===== src/rtl/calc_pkg.sv =====
// Shared definitions for the calculator datapath and its sequencer.
//   - Opcode encodings understood by the Calcu block (OP_LAST is the highest legal code).
//   - Sequencer FSM state type.
//   - Bit positions inside the 4-bit calculator flag vector.
package calc_pkg;

  localparam logic [3:0] OP_SUM    = 4'd0;
  localparam logic [3:0] OP_REST   = 4'd1;
  localparam logic [3:0] OP_MOD    = 4'd2;
  localparam logic [3:0] OP_MULT   = 4'd3;
  localparam logic [3:0] OP_DIV    = 4'd4;
  localparam logic [3:0] OP_AND    = 4'd5;
  localparam logic [3:0] OP_OR     = 4'd6;
  localparam logic [3:0] OP_XOR    = 4'd7;
  localparam logic [3:0] OP_LSHIFT = 4'd8;
  localparam logic [3:0] OP_RSHIFT = 4'd9;
  localparam logic [3:0] OP_LAST   = 4'd9;

  typedef enum logic [1:0] {
    IDLE,
    EXEC,
    RESP
  } seq_state_t;

  localparam int unsigned FLAG_ZERO  = 0;
  localparam int unsigned FLAG_CARRY = 1;
  localparam int unsigned FLAG_NEG   = 2;
  localparam int unsigned FLAG_OVF   = 3;

endpackage


===== src/rtl/calcu_req_check.sv =====
// Combinational legality check for a calculator request.
//   op_i    : requested opcode
//   op_b_i  : operand B as it will be issued
//   legal_o : 1 when the opcode exists and is not a divide/modulo by zero
module calcu_req_check
  import calc_pkg::*;
#(
  parameter int unsigned N = 4
) (
  input  logic [3:0]   op_i,
  input  logic [N-1:0] op_b_i,
  output logic         legal_o
);

  logic in_range;
  logic div_by_zero;

  always_comb begin
    in_range    = (op_i <= OP_LAST);
    div_by_zero = ((op_i == OP_DIV) || (op_i == OP_MOD)) && (op_b_i == '0);
    legal_o     = in_range && !div_by_zero;
  end

endmodule


===== src/rtl/calcu_sequencer.sv =====
// Sequencing controller in front of the combinational Calcu datapath.
// Accepts one request at a time (valid/ready), issues it to the calculator,
// waits one settle cycle, captures result/flags into a response register and
// holds it until consumed. Keeps a chaining accumulator and a saturating count
// of completed operations. Illegal requests are answered with rsp_err and are
// never issued to the calculator.
//   clk, rst          : clock, asynchronous active-high reset
//   req_*             : request channel (req_use_acc selects acc as operand A)
//   acc_clear         : synchronous accumulator clear, any state
//   alu_a/b/sel       : operands and selection driven to Calcu
//   alu_result/flags  : Calcu outputs
//   rsp_*             : response channel
//   acc, op_count     : accumulator and completed-operation counter
module calcu_sequencer
  import calc_pkg::*;
#(
  parameter int unsigned N     = 4,
  parameter int unsigned CNT_W = 8
) (
  input  logic             clk,
  input  logic             rst,
  input  logic             req_valid,
  output logic             req_ready,
  input  logic [N-1:0]     req_a,
  input  logic [N-1:0]     req_b,
  input  logic [3:0]       req_op,
  input  logic             req_use_acc,
  input  logic             acc_clear,
  output logic [N-1:0]     alu_a,
  output logic [N-1:0]     alu_b,
  output logic [3:0]       alu_sel,
  input  logic [N-1:0]     alu_result,
  input  logic [3:0]       alu_flags,
  output logic             rsp_valid,
  input  logic             rsp_ready,
  output logic [N-1:0]     rsp_result,
  output logic [3:0]       rsp_flags,
  output logic             rsp_err,
  output logic [N-1:0]     acc,
  output logic [CNT_W-1:0] op_count
);

  seq_state_t       state_q;
  logic             req_ready_q;
  logic             rsp_valid_q;
  logic [N-1:0]     rsp_result_q;
  logic [3:0]       rsp_flags_q;
  logic             rsp_err_q;
  logic [N-1:0]     acc_q;
  logic [CNT_W-1:0] op_count_q;
  logic [N-1:0]     alu_a_q;
  logic [N-1:0]     alu_b_q;
  logic [3:0]       alu_sel_q;

  logic [N-1:0]     op_a_d;
  logic             legal;

  // Operand A is taken from acc_q, i.e. the value before any same-cycle clear.
  always_comb begin
    op_a_d = req_use_acc ? acc_q : req_a;
  end

  calcu_req_check #(
    .N (N)
  ) u_req_check (
    .op_i    (req_op),
    .op_b_i  (req_b),
    .legal_o (legal)
  );

  always_ff @(posedge clk or posedge rst) begin
    if (rst) begin
      state_q      <= IDLE;
      req_ready_q  <= 1'b1;
      rsp_valid_q  <= 1'b0;
      rsp_result_q <= '0;
      rsp_flags_q  <= '0;
      rsp_err_q    <= 1'b0;
      acc_q        <= '0;
      op_count_q   <= '0;
      alu_a_q      <= '0;
      alu_b_q      <= '0;
      alu_sel_q    <= '0;
    end else begin
      unique case (state_q)
        IDLE: begin
          if (req_valid) begin
            req_ready_q <= 1'b0;
            if (legal) begin
              alu_a_q   <= op_a_d;
              alu_b_q   <= req_b;
              alu_sel_q <= req_op;
              state_q   <= EXEC;
            end else begin
              rsp_err_q    <= 1'b1;
              rsp_result_q <= '0;
              rsp_flags_q  <= '0;
              rsp_valid_q  <= 1'b1;
              state_q      <= RESP;
            end
          end
        end
        EXEC: begin
          rsp_result_q <= alu_result;
          rsp_flags_q  <= alu_flags;
          rsp_err_q    <= 1'b0;
          acc_q        <= alu_result;
          if (op_count_q != '1) begin
            op_count_q <= op_count_q + 1'b1;
          end
          rsp_valid_q  <= 1'b1;
          state_q      <= RESP;
        end
        RESP: begin
          if (rsp_ready) begin
            rsp_valid_q <= 1'b0;
            req_ready_q <= 1'b1;
            state_q     <= IDLE;
          end
        end
        default: begin
          state_q     <= IDLE;
          req_ready_q <= 1'b1;
          rsp_valid_q <= 1'b0;
        end
      endcase
      // Placed after the case so a clear overrides the EXEC capture.
      if (acc_clear) begin
        acc_q <= '0;
      end
    end
  end

  assign req_ready  = req_ready_q;
  assign rsp_valid  = rsp_valid_q;
  assign rsp_result = rsp_result_q;
  assign rsp_flags  = rsp_flags_q;
  assign rsp_err    = rsp_err_q;
  assign acc        = acc_q;
  assign op_count   = op_count_q;
  assign alu_a      = alu_a_q;
  assign alu_b      = alu_b_q;
  assign alu_sel    = alu_sel_q;

endmodule


===== config.mk =====
export PLATFORM = sky130hd
export DESIGN_NAME = calcu_sequencer
export DESIGN_NICKNAME = d
export VERILOG_FILES = /design/src/rtl/calc_pkg.sv /design/src/rtl/calcu_req_check.sv /design/src/rtl/calcu_sequencer.sv
export SDC_FILE = /design/constraint.sdc
export NUM_CORES = 1
export LEC_CHECK = 0
export CAP_MARGIN = 10
export CORE_UTILIZATION = 41
export CTS_BUF_LIST = sky130_fd_sc_hd__clkbuf_8
export DETAILED_ROUTE_END_ITERATION = 10
export MAX_ROUTING_LAYER = met4
export PLACE_DENSITY = 0.78
export SETUP_SLACK_MARGIN = 0.2
export SYNTH_ARGS = -nofsm -noshare
export SYNTH_HDL_FRONTEND = slang
export SYNTH_SLANG_ARGS = --single-unit

===== constraint.sdc =====
create_clock -name clk -period 1.4 [get_ports clk]
set_input_delay 0.28 -clock clk [delete_from_list [all_inputs] [get_ports clk]]
set_output_delay 0.28 -clock clk [all_outputs]
set_load 0.05 [all_outputs]

==> results.json <==
{
  "rsz0062_at_grt": "true",
  "cts_tree": "done",
  "grt_overflow": 0,
  "crit_path_start": "state_q[1]$_DFFE_PP0P_",
  "power_frac_clock_pct": 11.2,
  "vias_per_cell": 5.641,
  "pwr-share-seq_pct": 27.3,
  "gp_congestion": 0.8640,
  "synth_top_cell_by_area": "dfrtp_1",
  "numCtsBuffers": 5,
  "pin_count": 61,
  "syn_to_final_growth_pct": 108.2,
  "postLayoutCellArea_sq_mm": 0.003433,
  "p_per_area_mw_per_mm2": 2171,
  "period_minus_slack_ns": 1.492,
  "drive_gt1_share_pct": 66.40,
  "finClkSkew_ns": 0.01208,
  "h-tree-depth": 2,
  "clk_pin_slew_worst_paths_ns": 0.08,
  "grt_pass1_vias": 1862,
  "dr.pass1.iters": 4,
  "dpl_cell_area_sq_mm": 0.002875,
  "switchingPower_mw": 3.228,
  "hpwlAfterDp_um": 3611,
  "crit_path_end_kind": "flop",
  "die-area_sq_mm": 0.004280,
  "period_share_pct": 106.6,
  "finalHoldViolCount": 0,
  "leakage_nw": 1.559,
  "async_reset_ff_share_pct": 100.0,
  "antenna_cells": 0,
  "synth_most_common_cell": "dfrtp_1",
  "max_stage_delay_ns": 0.44,
  "vias": 1698,
  "cts_hold_buf": 0,
  "dp_cells": 271,
  "grt_pass1_wl_um": 10170,
  "crit-reg2reg-launch": "state_q[1]$_DFFE_PP0P_",
  "fmaxAchievable_mhz": 670.3,
  "slowest_stage": "dfrtp_2",
  "yosysSeqAreaShare_pct": 56.22,
  "netlist.area_leader.share_pct": 54.63,
  "ys_warn_count": 0,
  "die_w_um": 65.42,
  "hp-class": "in -> reg",
  "dp_slack_ns": -0.5885,
  "instances_no_fill": 301,
  "hold_start": "req_b[2]",
  "violations": "negative setup slack",
  "fill_cells": 126,
  "crit_path_max_fanout": 5,
  "grt_max_degree": 26,
  "wl_um": 7224,
  "rows": 22,
  "initial_core_util_pct": 43.73,
  "status": "finished, violations left",
  "ys_types": 35,
  "maxCapViolCount": 0,
  "path_cells": "nand2b_4 -> nand2_4 -> a21o_4 -> buf_12 -> mux2_4",
  "fin_tns_setup_ns": -0.8284,
  "core-area_sq_mm": 0.003771,
  "peakVddDrop_uv": 1613,
  "grt.total_usage_pct": 34.49,
  "drv_slew": 0,
  "root_buffer": "clkbuf_8",
  "post-route-drc-count": 0,
  "required_ns": 1.57,
  "io_buffers": 60,
  "switching_share_pct": 43.31,
  "ys_ff_latch": 37,
  "cts_buffer_depth": 2,
  "start_kind": "flop",
  "reg2reg_slack_ns": -0.09,
  "slew_headroom_pct": 78.55,
  "syn_nets": 175,
  "synth_area_sq_mm": 0.001649,
  "worst_slew_pin_slew_ns": 0.3207,
  "antenna_found_initial": 0,
  "crit_arrival_ns": 1.67,
  "clk_latency_ns": 0.30,
  "synth-edff-count": 0,
  "ys.flop_type": "dfrtp_1",
  "postSynthAreaPerCell_sq_um": 11.14,
  "power_frac_comb_pct": 61.5,
  "first_iter_violations": 85,
  "ys_top_cells_by_count": "36 x dfrtp_1, 22 x nand2_1, 15 x o21ai_0",
  "critPathKind": "reg -> reg",
  "routedWlPerCell_um": 24.00,
  "cts.sinks": 37,
  "fin_nets": 279,
  "worst_slack_ns": -0.09178,
  "synth.area.top_cells": "dfrtp_1 55%, mux2_4 8.2%, nand2_1 5.0%",
  "die_y_um": 65.42,
  "postSynthCellCount": 148,
  "p_int_mw": 4.225,
  "finalSetupViolCount": 16,
  "drtAntennaViolNets": 0
}
## worst max-delay path, delay by kind of cell (launching register included)
kind / cells / cell delay (ns)
compound gates: 1 / 0.21
buf+inv: 1 / 0.14
flops: 1 / 0.44
mux: 1 / 0.30
simple gates: 2 / 0.27
## power groups by stage
stage / Sequential [mW] / Clock [mW] / Combinational, mW
finish: 2.04 / 0.834 / 4.58
global route: 2.07 / 0.867 / 4.69
CTS: 1.98 / 0.830 / 4.33
detailed placement: 1.99 / 0 / 3.91
global placement: 1.97 / 0 / 3.81
floorplan: 3.06 / 0 / 0.693
## state kept, by name, indices dropped and copies added, names as in the netlist, 2 cells and up
signal / flops
acc: 4
rsp_flags: 4
rsp_result: 4
op_count: 8
alu_b: 4
alu_sel: 4
state_q: 2
alu_a: 4
## per-layer routing
| metal | up-vias | global-route usage (%) | part of all wire, % |
|---|---|---|---|
| li1 | 722 | - | - |
| met1 | 865 | 38.48 | 38 |
| met2 | 92 | 59.54 | 54 |
| met3 | 19 | 6.597 | 4.7 |
| met4 | 0 | 15.76 | 3.3 |
| met5 | - | - | 0 |
## kinds of logic (layout without fill, tap and decap cells)
kind of cell | count (synthesis) | after routing | share of synthesized area (%)
AO/OA/AOI/OAI | 37 | 37 | 13.43
multiplexers | 15 | 15 | 12.29
flip-flops | 37 | 37 | 56.22
buffers and inverters | 11 | 115 | 3.262
XOR/XNOR | 3 | 3 | 1.594
AND/OR/NAND/NOR | 44 | 45 | 12.44
adder cells (fa/ha/maj) | 1 | 1 | 0.7586
## worst paths after layout
kind	cells past startpoint	end
setup / recovery	5	alu_a[2]$_DFFE_PP0P_
hold / removal	2	alu_b[2]$_DFFE_PP0P_
setup reg to reg	5	alu_a[2]$_DFFE_PP0P_
hold reg to reg	1	alu_b[2]$_DFFE_PP0P_
max in group asynchronous	3	op_count[5]$_DFFE_PP0P_
min in group asynchronous	3	state_q[1]$_DFFE_PP0P_
## area by class of cell
cell class | count | area [sq um] | area share, %
Sequential cell | 37 | 940.9 | 27.41
Inverter | 6 | 22.52 | 0.6560
Clock buffer | 7 | 96.34 | 2.806
Tap cell | 48 | 60.06 | 1.749
Clock inverter | 1 | 5.005 | 0.1458
Multi-Input combinational cell | 101 | 964.7 | 28.10
Timing Repair Buffer | 101 | 1344 | 39.14
## placed cells by master, fill, tap and decap left out, types with 5 or more instances in the layout
| cell | n |
|---|---|
| buf_12 | 38 |
| buf_4 | 23 |
| nand2_2 | 5 |
| a21oi_1 | 5 |
| buf_6 | 14 |
| dfrtp_1 | 25 |
| o21ai_2 | 9 |
| clkdlybuf4s50_1 | 16 |
| clkbuf_8 | 7 |
| mux2_4 | 11 |
| inv_1 | 5 |
| o21ai_1 | 5 |
| dfrtp_2 | 11 |
| nand2_4 | 5 |
| nand2_1 | 12 |
| buf_2 | 5 |
## per-stage QoR
stage | hold WS (ns) | total power, mW | util [%]
final | 0.2942 | 7.453 | 91.04
after floorplan | 0.3431 | 3.755 | -
after global placement | 0.5399 | 5.786 | 76.24
after global routing | 0.2956 | 7.624 | 91.04
after CTS | 0.3134 | 7.136 | 87.92
after detailed placement | 0.5539 | 5.902 | 76.24
## what timing repair did
action                     CTS  global route
pin swaps                   21            12
cloned                       2             0
setup buffers               17             3
gates resized for setup     81            32
setup endpoints to repair   44            46
(Power assumes the default switching activity.)
